### src/rtl/snake_pkg.sv
// Shared snake-game types: direction encoding and the reversal helper.
package snake_pkg;

  typedef enum logic [1:0] {
    DIR_UP    = 2'd0,
    DIR_DOWN  = 2'd1,
    DIR_LEFT  = 2'd2,
    DIR_RIGHT = 2'd3
  } dir_t;

  // Opposite shares the axis bit and flips the sense bit.
  function automatic dir_t dir_opposite(dir_t d);
    return dir_t'({d[1], ~d[0]});
  endfunction

endpackage

### src/rtl/snake_dir_input_if.sv
// Button/strobe inputs and direction outputs of the direction-input conditioner.
interface snake_dir_input_if;

  logic             tick;
  logic             up_n;
  logic             down_n;
  logic             left;
  logic             right;
  logic             move_stb;
  snake_pkg::dir_t  dir;
  logic             dir_chg;
  logic             pending;
  logic [3:0]       btn_stable;

  modport master (
    output tick, up_n, down_n, left, right, move_stb,
    input  dir, dir_chg, pending, btn_stable
  );

  modport slave (
    input  tick, up_n, down_n, left, right, move_stb,
    output dir, dir_chg, pending, btn_stable
  );

endinterface

### src/rtl/btn_debounce.sv
// One button: 2-FF synchroniser, tick-sampled debounce counter, registered press pulse.
module btn_debounce #(
  parameter int unsigned DEBOUNCE_TICKS = 20
) (
  input  logic clk_i,
  input  logic rst_i,
  input  logic tick_i,
  input  logic btn_i,
  output logic stable_o,
  output logic rise_o
);

  localparam logic [7:0] CntLast = 8'(DEBOUNCE_TICKS - 1);

  logic       sync1_q, sync2_q;
  logic       stable_q, stable_d;
  logic       rise_q;
  logic [7:0] cnt_q, cnt_d;

  always_comb begin
    cnt_d    = cnt_q;
    stable_d = stable_q;
    if (sync2_q == stable_q) begin
      cnt_d = 8'd0;
    end else if (tick_i) begin
      if (cnt_q == CntLast) begin
        stable_d = ~stable_q;
        cnt_d    = 8'd0;
      end else begin
        cnt_d = cnt_q + 8'd1;
      end
    end
  end

  always_ff @(posedge clk_i or posedge rst_i) begin
    if (rst_i) begin
      sync1_q  <= 1'b0;
      sync2_q  <= 1'b0;
      stable_q <= 1'b0;
      cnt_q    <= 8'd0;
      rise_q   <= 1'b0;
    end else begin
      sync1_q  <= btn_i;
      sync2_q  <= sync1_q;
      stable_q <= stable_d;
      cnt_q    <= cnt_d;
      rise_q   <= stable_d & ~stable_q;
    end
  end

  assign stable_o = stable_q;
  assign rise_o   = rise_q;

endmodule

### src/rtl/snake_dir_input.sv
// Direction-input conditioner: debounced presses become legal turns, committed on move_stb.
module snake_dir_input
  import snake_pkg::*;
#(
  parameter int unsigned DEBOUNCE_TICKS = 20
) (
  input logic              CLK,
  input logic              RST,
  snake_dir_input_if.slave bus
);

  logic [3:0] raw, stable, rise;
  logic       req_valid;
  dir_t       req_dir, ref_dir;
  dir_t       dir_q, dir_d, pending_dir_q, pending_dir_d;
  logic       pending_q, pending_d, upd_q, dir_chg_q;

  // Bit order {right, left, down, up}, all active-high pressed.
  assign raw = {bus.right, bus.left, ~bus.down_n, ~bus.up_n};

  for (genvar i = 0; i < 4; i++) begin : g_btn
    btn_debounce #(
      .DEBOUNCE_TICKS(DEBOUNCE_TICKS)
    ) u_debounce (
      .clk_i   (CLK),
      .rst_i   (RST),
      .tick_i  (bus.tick),
      .btn_i   (raw[i]),
      .stable_o(stable[i]),
      .rise_o  (rise[i])
    );
  end

  always_comb begin
    req_valid = |rise;
    req_dir   = DIR_UP;
    if (rise[0])      req_dir = DIR_UP;
    else if (rise[1]) req_dir = DIR_DOWN;
    else if (rise[2]) req_dir = DIR_LEFT;
    else              req_dir = DIR_RIGHT;
  end

  always_comb begin
    dir_d         = dir_q;
    pending_d     = pending_q;
    pending_dir_d = pending_dir_q;
    // Commit first so a same-cycle press is judged against the new heading.
    if (bus.move_stb && pending_q) begin
      dir_d     = pending_dir_q;
      pending_d = 1'b0;
    end
    ref_dir = pending_d ? pending_dir_q : dir_d;
    if (req_valid && (req_dir != ref_dir) && (req_dir != dir_opposite(ref_dir))) begin
      pending_dir_d = req_dir;
      pending_d     = 1'b1;
    end
  end

  always_ff @(posedge CLK or posedge RST) begin
    if (RST) begin
      dir_q         <= DIR_UP;
      pending_dir_q <= DIR_UP;
      pending_q     <= 1'b0;
      upd_q         <= 1'b0;
      dir_chg_q     <= 1'b0;
    end else begin
      dir_q         <= dir_d;
      pending_dir_q <= pending_dir_d;
      pending_q     <= pending_d;
      upd_q         <= (dir_d != dir_q);
      dir_chg_q     <= upd_q;
    end
  end

  assign bus.dir        = dir_q;
  assign bus.dir_chg    = dir_chg_q;
  assign bus.pending    = pending_q;
  assign bus.btn_stable = stable;

endmodule

### src/flat_wrapper.sv
// flat-port wrapper written by rule: the top's interface ports become plain ports
module snake_dir_input_flat import snake_pkg::*;
#(
  parameter int unsigned DEBOUNCE_TICKS = 20
)
  (CLK, RST, bus_tick, bus_up_n, bus_down_n, bus_left, bus_right, bus_move_stb, bus_dir, bus_dir_chg, bus_pending, bus_btn_stable);
  snake_dir_input_if bus_i ();
  input logic CLK;
  input logic RST;
  input wire logic [$bits(bus_i.tick)-1:0] bus_tick;
  input wire logic [$bits(bus_i.up_n)-1:0] bus_up_n;
  input wire logic [$bits(bus_i.down_n)-1:0] bus_down_n;
  input wire logic [$bits(bus_i.left)-1:0] bus_left;
  input wire logic [$bits(bus_i.right)-1:0] bus_right;
  input wire logic [$bits(bus_i.move_stb)-1:0] bus_move_stb;
  output wire logic [$bits(bus_i.dir)-1:0] bus_dir;
  output wire logic [$bits(bus_i.dir_chg)-1:0] bus_dir_chg;
  output wire logic [$bits(bus_i.pending)-1:0] bus_pending;
  output wire logic [$bits(bus_i.btn_stable)-1:0] bus_btn_stable;
  assign bus_i.tick = bus_tick;
  assign bus_i.up_n = bus_up_n;
  assign bus_i.down_n = bus_down_n;
  assign bus_i.left = bus_left;
  assign bus_i.right = bus_right;
  assign bus_i.move_stb = bus_move_stb;
  assign bus_dir = bus_i.dir;
  assign bus_dir_chg = bus_i.dir_chg;
  assign bus_pending = bus_i.pending;
  assign bus_btn_stable = bus_i.btn_stable;
  snake_dir_input #(.DEBOUNCE_TICKS(DEBOUNCE_TICKS)) u_core (.CLK(CLK), .RST(RST), .bus(bus_i));
endmodule
### config.mk
export PLATFORM = sky130hd
export DESIGN_NAME = snake_dir_input_flat
export DESIGN_NICKNAME = d
export VERILOG_FILES = /design/src/rtl/snake_pkg.sv /design/src/rtl/snake_dir_input_if.sv /design/src/rtl/btn_debounce.sv /design/src/rtl/snake_dir_input.sv /design/src/flat_wrapper.sv
export SDC_FILE = /design/constraint.sdc
export NUM_CORES = 1
export LEC_CHECK = 0
export BUFFER_PORTS_ARGS = -buffer_cell sky130_fd_sc_hd__buf_2
export CAP_MARGIN = 5
export CORE_MARGIN = 2
export CORE_UTILIZATION = 50
export DETAILED_ROUTE_END_ITERATION = 7
export GPL_ROUTABILITY_DRIVEN = 0
export PLACE_DENSITY = 0.67
export SLEW_MARGIN = 0
export SYNTH_ARGS = -nofsm -noshare
export SYNTH_HDL_FRONTEND = slang
export SYNTH_HIERARCHICAL = 1
export SYNTH_SLANG_ARGS = --single-unit
export TNS_END_PERCENT = 10
### constraint.sdc
create_clock -name CLK -period 5.7 [get_ports CLK]
set_input_delay 1.14 -clock CLK [delete_from_list [all_inputs] [get_ports CLK]]
set_output_delay 1.14 -clock CLK [all_outputs]
set_load 0.01 [all_outputs]
; ---- Word-level counts from Yosys, hierarchy flattened
; Cells that the tools add are included.
[op_classes]
add_sub_neg = 4
eq_ne = 11
n_mux = 31
bitwise_logic = 11
n_reduce_logical = 8
[op_table]
columns = operator, count
row1 = $mux 8, 12
row2 = $add 8x1->8 const B, 4
row3 = $eq 8x5->1 const B, 4
row4 = $mux 1, 15
row5 = $mux 2, 4
row6 = $reduce_bool 2->1, 4
row7 = $not 1->1, 7
row8 = $ne 2x2->1, 3
row9 = $and 1x1->1, 4
row10 = $eq 1x1->1, 4
row11 = $reduce_or 4->1, 1
row12 = $logic_and 1x1->1, 3
[word_totals]
ff_bits = 55
input_bits = 8
output_inout_bits = 8
word_cells = 90

; ---- Depth between registers and ports, before layout
[logic_depth]
word_depth = 7
mapped_depth = 5
depth_no_buf = 4

; ---- By module
; The synthesis kept the hierarchy.
[modules_own_cells]
columns = mod, n_inst, cells_per_inst, area_each_um2, seq_area_each_um2
row1 = btn_debounce, 4, 55, 598.1, 300.3
row2 = snake_dir_input, 1, 28, 317.8, 175.2

; ---- Worst setup path before layout
; OpenSTA, ideal clock, no wires.
[synth_path]
path_type = input port to flip-flop
startpoint = in bus_tick
endpoint = reg u_core.g_btn[0].u_debounce.stable_q
setup_ns = 0.131
arrival_time_ns = 2.162
required_ns = 5.569
path_slack_ns = 3.407
cell_stages = 3
n_path_buf = 0
cell_sequence = or4b_1 o211a_1 or3_1
[synth_between]
elab_chain_cells = 2
[synth_lines]
columns = item, line_no
row1 = "start, declared", flat_wrapper.sv:10  ; input wire logic [$bits(bus_i.tick)-1:0] bus_tick;
row2 = $mux 1, btn_debounce.sv:25  ; end else if (tick_i) begin
row3 = $mux 1, btn_debounce.sv:23  ; if (sync2_q == stable_q) begin
row4 = net u_core.g_btn[0].u_debounce.stable_d, btn_debounce.sv:16  ; logic stable_q, stable_d;
row5 = "end signal, assigned", btn_debounce.sv:45  ; stable_q <= stable_d;
row6 = "end, declared", btn_debounce.sv:16
; The timed path passes the listed nets, and every way through them passes these cells.
; A chain may end at the register's enable or synchronous reset.

; ---- Final worst setup path
[layout_path]
startpoint = in bus_tick
endpoint = reg u_core.g_btn[1].u_debounce.cnt_q[0]
[layout_between]
elab_chain_cells = 1
[layout_lines]
columns = item, line_no
row1 = $reduce_bool 2->1 (no source line), -
row2 = "end signal, assigned", btn_debounce.sv:46  ; cnt_q <= cnt_d;
row3 = "end, declared", btn_debounce.sv:18  ; logic [7:0] cnt_q, cnt_d;
; No other way between the ends.

==> flow_summary.json <==
{
  "maxSlewHeadroom_pct": 49.4,
  "synth.top_cell.area_share_pct": 50.8,
  "power_density_nw_per_um2": 225,
  "cp-end-kind": "flop",
  "synth.largest_area_cell": "dfrtp_1",
  "fmax_mhz": 386,
  "grt.busiest_layer": "met2",
  "cts_hold_buf": 0,
  "first_iter_violations": 83,
  "io_pins": 16,
  "worst-path-buf-inv": 1,
  "clock-skew-final_ns": 0.00963,
  "start_util_pct": 52.4,
  "ys_warn_count": 6,
  "path_cells": "buf_2 > or4b_1 > o21ai_0 > nor2_1",
  "insertedDiodeCount": 0,
  "die_h_um": 77.6,
  "clock_latency_ns": 0.31,
  "fp.dieW_um": 77.6,
  "ir_drop_mv": 0.131,
  "crit_required_ns": 5.86,
  "htree_levels": 2,
  "finish.net_count": 282,
  "cts_max_path_buffers": 2,
  "syn_area_per_cell_um2": 10.9,
  "setup_tns_ns": 0,
  "grt_first_pass_wirelength_um": 8740,
  "vias": 1983,
  "io_buffers": 15,
  "outcome": "finished clean",
  "gr-total-overflow": 0,
  "dpl.hpwl_um": 3390,
  "cts.clk_slew.worst_paths_ns": 0.10,
  "met1_usage_pct": 24.3,
  "power_leakage_nw": 1.27,
  "cts_tree": "built",
  "drc": 0,
  "cts_buffers": 5,
  "crit_type": "primary input to flop",
  "fin_hold_ws_ns": 0.356,
  "grt_pass1_vias": 1940,
  "crit_fanout": 20,
  "dieArea_um2": 6020,
  "vias_per_cell": 5.90,
  "worst_path_max_delay_cell": "o21ai_0",
  "grt_usage_pct": 18.0,
  "drt-total-wl_um": 4820,
  "seq_area_frac_synth_pct": 50.8,
  "worst_ep_arrival_time_ns": 2.75,
  "antenna_found_initial": 0,
  "post-route-period-util_pct": 45.4,
  "core_um2": 5170,
  "postCtsSetupRepairBufs": 0,
  "yosys.cell_types.count": 30,
  "synth_area_um2": 2710,
  "maxCapViolations": 0,
  "clkSinkCount": 55,
  "min_path_type": "flop to flop",
  "rsz0062_at_grt": "no",
  "syn-num-nets": 264,
  "critPathMaxStageDelay_ns": 0.63,
  "first_pass_iters": 4,
  "slew_viol_final": 0,
  "ctsResizeCount": 0,
  "cts-root-buf": "clkbuf_8",
  "critical-path-top-delay-family": "simple AND/OR/NAND/NOR gates",
  "synth.area.top_cells": "dfrtp_1 (51%), o31ai_1 (4.4%), a21oi_1 (3.9%)",
  "use_met3_pct": 4.07,
  "period_needed_ns": 2.59,
  "netlist_instances": 248,
  "area_growth_pct": 8.63,
  "ant_nets": 0,
  "grt_max_degree": 21,
  "yosys_register_bits": 55,
  "drive_above_1_share_pct": 13.9,
  "tightest_slew_ns": 0.752,
  "grt_util_met2_pct": 28.4,
  "cp-start-kind": "primary input",
  "rows": 26,
  "fill_cells": 471,
  "finalHoldViolations": 0,
  "drt-wirelength-per-cell_um": 14.4,
  "setup_viol": 0
}
-- final timing paths --
check                                                             endpoint  slack, ns                                             from  cells past startpoint
max in group asynchronous  u_core/g_btn[1].u_debounce/cnt_q[3]$_DFFE_PP0P_       4.51                                              RST                      2
min in group asynchronous              u_core/pending_dir_q[0]$_DFFE_PP0P_       0.80                                              RST                      2
max reg2reg                u_core/g_btn[0].u_debounce/cnt_q[0]$_DFFE_PP0P_       3.74  u_core/g_btn[0].u_debounce/cnt_q[0]$_DFFE_PP0P_                      4
min                           u_core/g_btn[0].u_debounce/sync2_q$_DFF_PP0_       0.36     u_core/g_btn[0].u_debounce/sync1_q$_DFF_PP0_                      0
min reg2reg                   u_core/g_btn[0].u_debounce/sync2_q$_DFF_PP0_       0.36     u_core/g_btn[0].u_debounce/sync1_q$_DFF_PP0_                      0
max                        u_core/g_btn[1].u_debounce/cnt_q[0]$_DFFE_PP0P_       3.11                                         bus_tick                      4
-- cell usage in the layout, fill, tap and decap left out, types with 5 or more instances in the layout --
cell | netlist | final
dfrtp_1 | 55 | 55
a21oi_1 | 21 | 21
inv_1 | 16 | 16
o31ai_1 | 16 | 16
buf_2 | 0 | 15
nand2_1 | 15 | 15
o21ai_0 | 13 | 13
or3_1 | 12 | 12
or4_1 | 12 | 12
nor2b_1 | 8 | 8
ha_1 | 8 | 8
xnor2_1 | 6 | 6
clkbuf_8 | 0 | 5
nand2b_1 | 5 | 5
mux2i_1 | 5 | 5
nor2_1 | 5 | 5
o211ai_1 | 5 | 5
-- report_power, final --
part | internal, mW | total [mW] | leakage [nW] | switching (mW)
Combinational | 0.0159 | 0.0455 | 0.482 | 0.0297
Clock | 0.0866 | 0.211 | 0.0446 | 0.125
Sequential | 0.398 | 0.405 | 0.744 | 0.00677
Total | 0.501 | 0.662 | 1.27 | 0.161
-- cell usage after synthesis, drive strengths merged --
cell	n
a211oi	1
a21boi	4
a21oi	21
a221oi	1
clkbuf	4
dfrtp	55
ha	8
inv	16
mux2	2
mux2i	6
nand2	15
nand2b	5
nand3	4
nand4	4
nor2	5
nor2b	8
nor4b	8
o211a	4
o211ai	5
o21ai	13
o221ai	1
o31ai	16
or3	12
or4	16
or4b	4
or4bb	4
xnor2	6
-- metal layers --
layer	share of wire, %	vias to the layer above
li1	-	975
met1	49	979
met2	46	24
met3	2.9	5
met4	1.3	0
met5	0	-
-- per-stage QoR --
stage / instance area, µm² / util [%] / setup WS [ns] / instances / power, mW
2_1_floorplan: 2710 / - / 3.41 / 248 / 0.445
3_3_place_gp: 2860 / 55.2 / 2.82 / 329 / 0.458
3_5_place_dp: 2860 / 55.2 / 2.79 / 329 / 0.460
4_1_cts: 2940 / 56.9 / 3.13 / 336 / 0.676
5_1_grt: 2940 / 56.9 / 3.00 / 336 / 0.700
6_report: 2940 / 56.9 / 3.11 / 336 / 0.662
-- sequential cells by signal, indices dropped and copies added, names as in the netlist --
register / count
u_core/bus.dir: 2
u_core/bus.dir_chg: 1
u_core/bus.pending: 1
u_core/g_btn.u_debounce/cnt_q: 32
u_core/g_btn.u_debounce/rise_o: 4
u_core/g_btn.u_debounce/stable_o: 4
u_core/g_btn.u_debounce/sync1_q: 4
u_core/g_btn.u_debounce/sync2_q: 4
u_core/pending_dir_q: 2
u_core/upd_q: 1
-- logic make-up (layout without fill, tap and decap cells) --
kind of cell               Yosys count  in the layout  share of synthesized area (%)
and+or+nand+nor                     85             85                           22.0
AOI/OAI and AO/OA                   66             66                           15.6
DFF                                 55             55                           50.8
buffers and inverters               20             38                           2.77
adders and majority gates            8              8                           3.69
muxes                                8              8                           3.19
xor gates and xnor gates             6              6                           1.94
-- area by class of cell --
cell class                      instances  area (µm²)  share of cell area [%]
Tap cell                               70        87.6                    2.97
Clock inverter                          2        17.5                   0.595
Multi-Input combinational cell        173        1260                    42.8
Timing Repair Buffer                   15        75.1                    2.55
Sequential cell                        55        1380                    46.7
Inverter                               16        60.1                    2.04
Clock buffer                            5        68.8                    2.34
Note: power is estimated with default switching activity, not from simulation.
